$ cat src/rtl/hex_display_scheduler_if.sv
// Bus between the HEX display scheduler and its environment.
// master: drives the source values, per-source update strobes and freeze;
//         observes the selected value, selected index, label digit and hold flag.
// slave : the scheduler side.
interface hex_display_scheduler_if #(
  parameter int N_SRC = 3
);
  localparam int SEL_W = $clog2(N_SRC);

  logic [N_SRC-1:0][5:0] value_i;    // source k at bits [6k+5:6k]
  logic [N_SRC-1:0]      upd_i;      // per-source change strobe
  logic                  freeze_i;   // pauses the dwell/hold timer
  logic [5:0]            disp_value; // registered value of selected source
  logic [SEL_W-1:0]      disp_sel;   // selected source index
  logic [6:0]            label_hex;  // active-low 7-seg digit of disp_sel
  logic                  hold_o;     // high while a source is pinned

  modport master (
    output value_i, upd_i, freeze_i,
    input  disp_value, disp_sel, label_hex, hold_o
  );

  modport slave (
    input  value_i, upd_i, freeze_i,
    output disp_value, disp_sel, label_hex, hold_o
  );
endinterface

$ cat src/rtl/hex_display_scheduler.sv
// Time-shares a two-digit decimal HEX readout among N_SRC 6-bit values.
// Rotates through the sources every DWELL cycles; a source that signals an
// update pre-empts the rotation and is pinned for HOLD cycles. A freeze input
// pauses the timer (updates still pre-empt while frozen).
// Ports:
//   clk   - system clock
//   reset - synchronous, active-high
//   bus   - hex_display_scheduler_if.slave (values, strobes, freeze in;
//           selected value, index, label digit, hold flag out)
module hex_display_scheduler #(
  parameter int N_SRC = 3,
  parameter int DWELL = 50_000_000,
  parameter int HOLD  = 100_000_000
) (
  input  logic                     clk,
  input  logic                     reset,
  hex_display_scheduler_if.slave   bus
);
  localparam int SEL_W = $clog2(N_SRC);
  localparam int MAXC  = (DWELL > HOLD) ? DWELL : HOLD;
  localparam int TW    = $clog2(MAXC);

  localparam logic [TW-1:0]    DWELL_END = TW'(DWELL - 1);
  localparam logic [TW-1:0]    HOLD_END  = TW'(HOLD - 1);
  localparam logic [SEL_W-1:0] LAST_SRC  = SEL_W'(N_SRC - 1);

  typedef enum logic {ROTATE, HOLD_ST} state_t;

  state_t           state, state_nxt;
  logic [SEL_W-1:0] sel, sel_nxt;
  logic [TW-1:0]    timer, timer_nxt;
  logic [SEL_W-1:0] upd_idx;
  logic [5:0]       disp_value;
  logic [6:0]       label_hex;

  function automatic logic [6:0] seg7(input logic [3:0] d);
    case (d)
      4'd0:    seg7 = 7'b1000000;
      4'd1:    seg7 = 7'b1111001;
      4'd2:    seg7 = 7'b0100100;
      4'd3:    seg7 = 7'b0110000;
      4'd4:    seg7 = 7'b0011001;
      4'd5:    seg7 = 7'b0010010;
      4'd6:    seg7 = 7'b0000010;
      4'd7:    seg7 = 7'b1111000;
      4'd8:    seg7 = 7'b0000000;
      4'd9:    seg7 = 7'b0010000;
      default: seg7 = 7'b1111111;
    endcase
  endfunction

  // Lowest-numbered set strobe wins: scan downward so the last hit is lowest.
  always_comb begin
    upd_idx = '0;
    for (int k = N_SRC - 1; k >= 0; k--)
      if (bus.upd_i[k]) upd_idx = SEL_W'(k);
  end

  always_comb begin
    state_nxt = state;
    sel_nxt   = sel;
    timer_nxt = timer;
    if (bus.upd_i != '0) begin
      // Pre-emption beats expiry and ignores freeze.
      state_nxt = HOLD_ST;
      sel_nxt   = upd_idx;
      timer_nxt = '0;
    end else if (!bus.freeze_i) begin
      case (state)
        ROTATE: begin
          if (timer == DWELL_END) begin
            sel_nxt   = (sel == LAST_SRC) ? '0 : sel + SEL_W'(1);
            timer_nxt = '0;
          end else begin
            timer_nxt = timer + TW'(1);
          end
        end
        HOLD_ST: begin
          if (timer == HOLD_END) begin
            state_nxt = ROTATE;  // resume rotation on the pinned source
            timer_nxt = '0;
          end else begin
            timer_nxt = timer + TW'(1);
          end
        end
        default: state_nxt = ROTATE;
      endcase
    end
  end

  always_ff @(posedge clk) begin
    if (reset) begin
      state      <= ROTATE;
      sel        <= '0;
      timer      <= '0;
      disp_value <= '0;
      label_hex  <= 7'b1000000;
    end else begin
      state      <= state_nxt;
      sel        <= sel_nxt;
      timer      <= timer_nxt;
      // Display path lags sel by one cycle and tracks live value changes.
      disp_value <= bus.value_i[sel];
      label_hex  <= seg7(4'(sel));
    end
  end

  assign bus.disp_value = disp_value;
  assign bus.label_hex  = label_hex;
  assign bus.disp_sel   = sel;
  assign bus.hold_o     = (state == HOLD_ST);
endmodule
$ cat src/flat_wrapper.sv
// flat-port wrapper written by rule: the top's interface ports become plain ports
module hex_display_scheduler_flat 
#(
  parameter int N_SRC = 3,
  parameter int DWELL = 50_000_000,
  parameter int HOLD  = 100_000_000
)
  (clk, reset, bus_value_i, bus_upd_i, bus_freeze_i, bus_disp_value, bus_disp_sel, bus_label_hex, bus_hold_o);
  hex_display_scheduler_if #(.N_SRC(N_SRC)) bus_i ();
  input  logic clk;
  input  logic reset;
  input wire logic [$bits(bus_i.value_i)-1:0] bus_value_i;
  input wire logic [$bits(bus_i.upd_i)-1:0] bus_upd_i;
  input wire logic [$bits(bus_i.freeze_i)-1:0] bus_freeze_i;
  output wire logic [$bits(bus_i.disp_value)-1:0] bus_disp_value;
  output wire logic [$bits(bus_i.disp_sel)-1:0] bus_disp_sel;
  output wire logic [$bits(bus_i.label_hex)-1:0] bus_label_hex;
  output wire logic [$bits(bus_i.hold_o)-1:0] bus_hold_o;
  assign bus_i.value_i = bus_value_i;
  assign bus_i.upd_i = bus_upd_i;
  assign bus_i.freeze_i = bus_freeze_i;
  assign bus_disp_value = bus_i.disp_value;
  assign bus_disp_sel = bus_i.disp_sel;
  assign bus_label_hex = bus_i.label_hex;
  assign bus_hold_o = bus_i.hold_o;
  hex_display_scheduler #(.N_SRC(N_SRC), .DWELL(DWELL), .HOLD(HOLD)) u_core (.clk(clk), .reset(reset), .bus(bus_i));
endmodule
$ cat config.mk
export PLATFORM = sky130hd
export DESIGN_NAME = hex_display_scheduler_flat
export DESIGN_NICKNAME = d
export VERILOG_FILES = /design/src/rtl/hex_display_scheduler_if.sv /design/src/rtl/hex_display_scheduler.sv /design/src/flat_wrapper.sv
export SDC_FILE = /design/constraint.sdc
export NUM_CORES = 1
export LEC_CHECK = 0
export CORE_MARGIN = 2
export CORE_UTILIZATION = 45
export DETAILED_ROUTE_END_ITERATION = 8
export GPL_TIMING_DRIVEN = 1
export PLACE_DENSITY = 0.71
export SYNTH_ARGS = -nofsm -noshare
export SYNTH_HDL_FRONTEND = slang
export SYNTH_SLANG_ARGS = --single-unit
$ cat constraint.sdc
create_clock -name clk -period 2.35 [get_ports clk]
set_input_delay 0.47 -clock clk [delete_from_list [all_inputs] [get_ports clk]]
set_output_delay 0.47 -clock clk [all_outputs]
set_load 0.02 [all_outputs]
==> impl_metrics.py, run 1 <==
metrics = {
    "layout": {
        "n_antenna_cell": 0,
        "areaGrowthSynthToFinish_pct": 31.9,
        "nNetsFinal": 284,
        "n_fill_cell": 358,
        "final_layout_size_suffix_gt1_share_pct": 9.23,
        "ff_latch_area_um2": 821,
        "multi_input_area_um2": 978,
    },
    "clocking": {
        "clockBufferDepth": 2,
        "cts-resized-gates": 0,
        "root_buffer": "clkbuf_8",
        "htree_levels": 2,
        "clock-sinks": 41,
        "numCtsBuffers": 5,
        "hold_buffers": 0,
        "cts_tree": "built",
        "clkLatencyLatePin_ps": 290,
        "cts_setup_buffers": 0,
        "clk_pin_slew_ps": 80,
    },
    "placed_design": {
        "numPortBuffers": 38,
        "dp_hpwl_mm": 2.83,
        "dpl_worst_slack_ps": 22.7,
        "place.gp.congestion": 0.787,
    },
    "power": {
        "leakagePower_nw": 0.850,
        "ir_drop_mv": 0.306,
        "p_per_area_nw_per_um2": 588,
    },
    "setup_path": {
        "worstPathArrival_ps": 2210,
        "worstReg2RegStart": "u_core.timer[0]$_SDFFE_PP0N_",
        "cp-end-kind": "register",
        "cp_data_required_time_ps": 2550,
        "reg2reg_to": "u_core.bus.disp_sel[1]$_SDFFE_PP0P_",
        "worstPathCellList": "clkdlybuf4s50_1 > and3b_1 > nand4_1 > nor3_1 > buf_4 > mux2_2 > nor4_1",
        "crit_slowest_cell": "clkdlybuf4s50_1",
        "rr_worst_depth": 7,
        "slowest_delay_ps": 440,
        "worstPathBufferInverterCount": 2,
        "worstSetupPathDepth": 7,
        "critPathTopFamily": "simple AND/OR/NAND/NOR gates",
        "crit_type": "in -> reg",
        "reg2reg_setup_slack_ps": 450,
        "critical_path.startpoint_type": "primary input",
        "crit_path_max_fanout": 3,
    },
    "logic_synthesis": {
        "yosysTopAreaCell": "dfxtp_1",
        "ys_ff_latch": 41,
        "synthTopCellsByCount": "nor2_1 (43), dfxtp_1 (41), xnor2_1 (17)",
        "async_reset_ff_share_pct": 0,
        "yosysUniqueCellTypes": 36,
        "synth_top_area_share_pct": 44.1,
        "synth_area_um2": 1860,
        "synth_flop_cell": "dfxtp_1",
        "synthCells": 213,
        "yosysSeqAreaShare_pct": 44.1,
        "ys_top_cells_by_area": "dfxtp_1 (44%), nor2_1 (8.7%), xnor2_1 (8.0%), mux2i_1 (4.3%), xor2_1 (3.8%)",
        "synth_edf_count": 0,
        "syn-num-nets": 238,
        "synth.most_common_cell": "nor2_1",
        "yosys_warnings": 0,
        "avgSynthCellArea_um2": 8.73,
    },
    "job": {
        "maxCapViolCount": 0,
    },
    "drt": {
        "drt_wl_total_mm": 3.79,
        "drc_errors": 0,
        "drtIter0Drc": 107,
        "wl_per_cell_um": 12.2,
        "vias": 1622,
        "vias_per_cell": 5.23,
        "dr.pass1.iters": 4,
        "antenna_left": 0,
    },
    "sta": {
        "setup_viol": 0,
        "clock_skew_ps": 10.6,
        "rsz0062_at_grt": "false",
        "period_share_pct": 85.8,
        "period_needed_ps": 2020,
        "fmax_mhz": 496,
        "finalMaxSlewViolations": 0,
        "setup_tns_ps": 0,
        "layout_setup_ws_ps": 335,
        "hold_viol": 0,
    },
    "floorplanning": {
        "fp.dieArea_um2": 4660,
        "placementRows": 23,
        "io_pins": 40,
        "die_w_um": 68.3,
        "coreArea_um2": 4000,
        "start_util_pct": 46.5,
        "die_h_um": 68.3,
    },
    "global_route": {
        "grt_pass1_vias": 1515,
        "grt_pass1_wl_mm": 6.45,
        "globalRouteOverflowTotal": 0,
        "grt_max_degree": 22,
        "antenna_found_initial": 0,
        "grt.total_usage_pct": 18.2,
    },
    "hold_path": {
        "hold_path_class": "reg -> reg",
        "min_from": "u_core.bus.hold_o$_SDFFE_PP0P_",
        "holdPathStages": 2,
        "holdPathEnd": "u_core.bus.hold_o$_SDFFE_PP0P_",
    },
    "status": {
        "status": "completed",
    },
}
[worst min-delay path, stage by stage (launching register included)]
cell,delay (ps)
dfxtp_1,350
nand2b_1,90
a21oi_1,60
[placed cells by master, fill, tap and decap left out, drive strengths merged]
cell	instances
nor2	46
dfxtp	41
clkdlybuf4s50	38
xnor2	17
nand2	15
nor4	10
nand4	10
buf	10
a21oi	9
nor3	8
xor2	8
mux2i	8
clkbuf	7
and4	4
nand2b	4
nand3	3
and3	2
nor4b	2
inv	2
o21ai	2
and3b	1
nor3b	1
nor4bb	1
a211o	1
nand4b	1
or4	1
and2	1
or3	1
and2b	1
nor2b	1
mux2	1
ha	1
conb	1
bufinv	1
[stage by stage]
stage	area, µm²	power (W)	utilization (%)	cells	hold slack [ps]
finish	2450	0.00144	61.3	310	537
global route	2450	0.00150	61.3	310	579
CTS	2450	0.00146	61.3	310	539
detailed placement	2340	0.000875	58.4	302	528
global placement	2340	0.000874	58.4	302	518
floorplan	1860	0.000794	-	213	489
[worst max-delay path by stage]
stage,from,slack [ps],to
floorplan,bus_freeze_i,570,u_core.timer[23]$_SDFFE_PP0N_
global placement,bus_freeze_i,50,u_core.bus.disp_sel[1]$_SDFFE_PP0P_
detailed placement,bus_freeze_i,20,u_core.bus.disp_sel[1]$_SDFFE_PP0P_
CTS,bus_freeze_i,330,u_core.bus.disp_sel[1]$_SDFFE_PP0P_
global route,bus_freeze_i,260,u_core.bus.disp_sel[1]$_SDFFE_PP0P_
finish,bus_freeze_i,330,u_core.bus.disp_sel[1]$_SDFFE_PP0P_
[flip-flops by register name, indices dropped and copies added (netlist names)]
name,cells
u_core.bus.disp_sel,2
u_core.bus.disp_value,6
u_core.bus.hold_o,1
u_core.bus.label_hex,5
u_core.timer,27
[where the power goes]
group	leakage, nW	switching [W]	internal [W]
logic	0.459	0.0000620	0.0000818
registers	0.333	0.00000531	0.000708
clock network	0.0585	0.000239	0.000346
total	0.850	0.000306	0.00114
[per-layer routing]
| layer | global-route usage, % | vias to the layer above | wire [µm] |
|---|---|---|---|
| li1 | - | 822 | - |
| met1 | 22.5 | 744 | 1740 |
| met2 | 29.1 | 50 | 1780 |
| met3 | 5.76 | 6 | 226 |
| met4 | 7.25 | 0 | 46 |
| met5 | 0 | - | 0 |
[area by class of cell]
type	instances	area share [%]
clock inverter	1	1.22
clock buffer	7	3.52
inverter	2	0.306
sequential	41	33.5
tap	50	2.55
timing repair buffer	48	19.1
multi-input combinational	161	39.9
[kinds of logic after synthesis]
family,Yosys count,share of synthesized area (%)
simple gates,113,31.6
flops,41,44.1
xor+xnor,25,11.8
compound gates,12,3.43
buf+inv,11,3.29
mux,9,4.91
fa+ha+maj,1,0.672
other cells,1,0.202
Power figures use the tool's default switching activity.
==> inputs of run 2 (changes only) <==
- GPL_TIMING_DRIVEN: 1 -> unset
- RECOVER_POWER: unset -> 50
==> impl_metrics.py, run 2 (synthesis gave the netlist of run 1 again) <==
metrics = {
    "global_route": {
        "grt.total_usage_pct": 18.2,
        "grt_pass1_vias": 1515,
        "grt_pass1_wl_mm": 6.45,
        "grt_max_degree": 22,
        "antenna_found_initial": 0,
        "globalRouteOverflowTotal": 0,
    },
    "clocking": {
        "clockBufferDepth": 2,
        "cts_setup_buffers": 0,
        "clock-sinks": 41,
        "cts-resized-gates": 0,
        "clk_pin_slew_ps": 80,
        "root_buffer": "clkbuf_8",
        "cts_tree": "built",
        "clkLatencyLatePin_ps": 290,
        "hold_buffers": 0,
        "htree_levels": 2,
        "numCtsBuffers": 5,
    },
    "layout": {
        "final_layout_size_suffix_gt1_share_pct": 7.31,
        "final_cell_mix": "nor2_1 (43), dfxtp_1 (41), clkdlybuf4s50_1 (24), xnor2_1 (17)",
        "largest-register": "u_core.timer",
        "multi_input_area_um2": 978,
        "areaGrowthSynthToFinish_pct": 30.9,
        "ff_latch_area_um2": 821,
        "largest_reg_flops": 27,
        "n_antenna_cell": 0,
        "instances_no_fill": 310,
        "layout_commonest_cell": "nor2_1",
        "nNetsFinal": 284,
        "n_fill_cell": 360,
        "largestRegisters": "u_core.timer: 27 flops, u_core.bus.disp_value: 6 flops, u_core.bus.label_hex: 5 flops",
    },
    "sta": {
        "hold_viol": 0,
        "setup_tns_ps": 0,
        "period_needed_ps": 2070,
        "fmax_mhz": 484,
        "layout_setup_ws_ps": 282,
        "clock_skew_ps": 10.6,
        "whs_ps": 534,
        "setup_viol": 0,
        "rsz0062_at_grt": "false",
        "finalMaxSlewViolations": 0,
        "period_share_pct": 88.0,
    },
    "floorplanning": {
        "fp.dieArea_um2": 4660,
        "placementRows": 23,
        "die_h_um": 68.3,
        "coreArea_um2": 4000,
        "start_util_pct": 46.5,
        "io_pins": 40,
        "die_w_um": 68.3,
    },
    "placed_design": {
        "place.gp.congestion": 0.787,
        "numPortBuffers": 38,
        "dpl_worst_slack_ps": 22.7,
        "dp_hpwl_mm": 2.83,
        "dp_cells": 302,
    },
    "setup_path": {
        "slowest_delay_ps": 440,
        "critPathTopFamily": "simple AND/OR/NAND/NOR gates",
        "cp-end-kind": "register",
        "critical_path.startpoint_type": "primary input",
        "worstPathCellList": "clkdlybuf4s50_1 > and3b_1 > nand4_1 > nor3_1 > clkbuf_1 > mux2_2 > nor4_1",
        "critPathLaunch": "bus_freeze_i",
        "crit_type": "in -> reg",
        "reg2reg_setup_slack_ps": 400,
        "crit_path_max_fanout": 3,
        "crit_slowest_cell": "clkdlybuf4s50_1",
        "worstPathArrival_ps": 2260,
        "worstReg2RegStart": "u_core.timer[0]$_SDFFE_PP0N_",
        "worstPathBufferInverterCount": 2,
        "cp_data_required_time_ps": 2550,
    },
    "drt": {
        "drt_wl_total_mm": 3.78,
        "drc_errors": 0,
        "antenna_left": 0,
        "vias": 1610,
        "vias_per_cell": 5.19,
        "wl_per_cell_um": 12.2,
        "dr.pass1.iters": 4,
        "drtIter0Drc": 95,
    },
    "hold_path": {
        "hold_path_class": "reg -> reg",
        "min_from": "u_core.bus.hold_o$_SDFFE_PP0P_",
    },
    "job": {
        "maxCapViolCount": 0,
    },
    "power": {
        "p_per_area_nw_per_um2": 589,
        "ir_drop_mv": 0.305,
        "leakagePower_nw": 0.856,
    },
    "status": {
        "status": "completed",
    },
}
run 2: cell types whose count changed in the layout (fill, tap and decap cells not counted), sizes merged:
| cell | change |
|---|---|
| clkbuf | +5 |
| buf | -5 |
| dlygate4sd3 | +14 |
| clkdlybuf4s50 | -14 |
run 2: layout make-up:
cell class	count	share of cell area (%)
clock buffer	7	3.55
clock inverter	1	1.23
inverter	2	0.308
multi-input combinational	161	40.2
sequential	41	33.7
tap	50	2.57
timing repair buffer	48	18.4
run 2: path summary, 6_finish.rpt:
kind                                                             to  cells past startpoint
worst min-delay path                 u_core.bus.hold_o$_SDFFE_PP0P_                      2
worst max-delay path            u_core.bus.disp_sel[1]$_SDFFE_PP0P_                      7
worst min register to register       u_core.bus.hold_o$_SDFFE_PP0P_                      2
worst max register to register  u_core.bus.disp_sel[1]$_SDFFE_PP0P_                      7
run 2: power breakdown:
group	total [W]	leakage, nW	switching, W	internal [W]
Clock	0.000584	0.0585	0.000237	0.000346
Combinational	0.000137	0.465	0.0000619	0.0000751
Sequential	0.000713	0.333	0.00000468	0.000708
run 2: worst register-to-register path, stage by stage (launching register included):
cell      delay [ps]
dfxtp_1          390
ha_1             170
and3b_1          210
nand4_1          160
nor3_1           220
clkbuf_1         180
mux2_2           350
nor4_1           170
run 2: stage by stage:
stage / utilization (%) / area, µm² / power (W)
3_5_place_dp: 58.4 / 2340 / 0.000875
3_3_place_gp: 58.4 / 2340 / 0.000874
5_1_grt: 60.9 / 2430 / 0.00149
6_report: 60.9 / 2430 / 0.00143
4_1_cts: 61.3 / 2450 / 0.00146
2_1_floorplan: - / 1860 / 0.000794
run 2: routing by layer:
layer / GRT usage (%) / share of wire, %
met1: 22.5 / 46
met2: 29.1 / 46
met3: 5.76 / 6.3
met4: 7.25 / 0.95
met5: 0 / 0
==> edit (config.mk and constraints of run 1) <==
`HOLD` is set to 100_000_000 in 2 places; all go to 400_000_000.
--- a/src/rtl/hex_display_scheduler.sv
+++ b/src/rtl/hex_display_scheduler.sv
@@ -11,5 +11,5 @@
   parameter int N_SRC = 3,
   parameter int DWELL = 50_000_000,
-  parameter int HOLD  = 100_000_000
+  parameter int HOLD  = 400_000_000
 ) (
   input  logic                     clk,
--- a/src/flat_wrapper.sv
+++ b/src/flat_wrapper.sv
@@ -4,5 +4,5 @@
   parameter int N_SRC = 3,
   parameter int DWELL = 50_000_000,
-  parameter int HOLD  = 100_000_000
+  parameter int HOLD  = 400_000_000
 )
   (clk, reset, bus_value_i, bus_upd_i, bus_freeze_i, bus_disp_value, bus_disp_sel, bus_label_hex, bus_hold_o);
Formal check against the unedited RTL: no difference found for any inputs over 10 cycles, from zero or initial values and one cycle with reset high; that may be too few to reach the edited logic, so the function may still have changed.
==> edit against run 1 <==
- design area grew 4.2%
- register-to-register slack gained 50 ps
- wire length grew 11%
- core utilization shrank 1.8 points
- setup slack gained 120 ps
- synthesized area grew 5.9%
- sequential cell count grew 2
- non-clock buffer count shrank 1
- power grew 8.8%
- critical path type unchanged
- critical endpoint is now u_core.timer[27]
- largest cell class unchanged
- largest power group unchanged
==> edit: results (changes against run 1) <==
Largest regs: u_core.timer x29, u_core.bus.disp_value x6, u_core.bus.label_hex x5 (was u_core.timer x27, u_core.bus.disp_value x6, u_core.bus.label_hex x5)
Worst Skew: 10.29 ps (was 10.61 ps)
CP arrival: 2100 ps (was 2210 ps)
Nets: 294 (was 284)
Gp weighted congestion: 0.8429 (was 0.7868)
Sequential-to-total area share from yosys stat: 0.4371 (was 0.4412)
Status: finished, final reports clean (unchanged)
FFs & Latches: 43 (was 41)
Peak supply drop: 370.7 uV (was 305.7 uV)
Iteration-0 DRC Markers: 73 (was 107)
Largest cells by area after synthesis: dfxtp_1 44%, nor2_1 8.0%, xnor2_1 6.7% (was dfxtp_1 44%, nor2_1 8.7%, xnor2_1 8.0%)
Synth Area in Adders: 0.006353 (was 0.006725)
Average size of a mapped cell: 8.714 um^2 (was 8.735 um^2)
Post-Layout Cell Count: 322 (was 310)
Post-DP HPWL: 3157 um (was 2835 um)
Non-clock buffer share of cell area: 0.1752 (was 0.1907)
Inverters: 3 (was 2)
Mapped Nets: 251 (was 238)
DP Area: 2424 um^2 (was 2337 um^2)
Post-Syn Area: 1969 um^2 (was 1861 um^2)
Layout cells sized above 1: 0.07407 (was 0.09231)
Fraction of area in multi-input gates: 0.4063 (was 0.3988)
# clk buffers: 6 (was 7)
Synth Area in XOR/XNOR: 0.1112 (was 0.1177)
Largest net degree at the start of global routing: 14 (was 22)
NetSw: 320.3 uW (was 305.8 uW)
Number of signal-net buffers in the layout: 47 (was 48)
Synth Area in Compound Gates: 0.05083 (was 0.03430)
Layout clock area frac: 0.05188 (was 0.04742)
GRT Total Usage: 0.1876 (was 0.1816)
CP peak stage delay: 410 ps (was 440 ps)
Multi-input logic cell count: 169 (was 161)
CP max FO: 8 (was 3)
First-pass GRT wire length: 7348 um (was 6451 um)
Most instantiated cells after synthesis: 43 x dfxtp_1, 42 x nor2_1, 15 x xnor2_1, 14 x nand3_1 (was 43 x nor2_1, 41 x dfxtp_1, 17 x xnor2_1, 14 x nand2_1)
Final Cell Area: 2556 um^2 (was 2454 um^2)
Vias in the first global route: 1,617 (was 1,515)
Layout fillers: 401 (was 358)
Post-synthesis mux area share: 0.04066 (was 0.04909)
Sequential share of cell area: 0.3368 (was 0.3345)
Worst slack, placed: 106.1 ps (was 22.66 ps)
Routed WL: 4211 um (was 3791 um)
Pleak: 0.0008880 uW (was 0.0008504 uW)
Placed cell count: 314 (was 302)
edit: worst paths after layout:
| kind | startpoint | endpoint | slack [ps] | cells after the start |
|---|---|---|---|---|
| worst min-delay path | u_core.timer[4] | u_core.timer[4] | 520 | 2 |
| worst max-delay path | bus_freeze_i | u_core.timer[27] | 450 | 6 |
| worst min register to register | u_core.timer[4] | u_core.timer[4] | 520 | 2 |
| worst max register to register | u_core.timer[6] | u_core.timer[27] | 500 | 5 |
edit: power groups by stage:
stage	combinational (uW)	clock (uW)	sequential (uW)
after floorplan	44.5	0	783
after global placement	143	0	765
after detailed placement	145	0	765
after CTS	146	694	748
after global routing	157	720	750
final	144	677	748
edit: logic make-up after synthesis:
kind of cell    Yosys count
simple gates            116
flops                    43
xor+xnor                 25
compound gates           18
buf+inv                  14
mux                       8
fa+ha+maj                 1
other cells               1
edit: per-layer routing:
layer	share of wire	up-vias	GRT usage
met3	0.056	8	0.05772
met1	0.46	796	0.2435
met2	0.46	44	0.2889
met4	0.024	0	0.07906
met5	0	-	0
li1	-	866	-
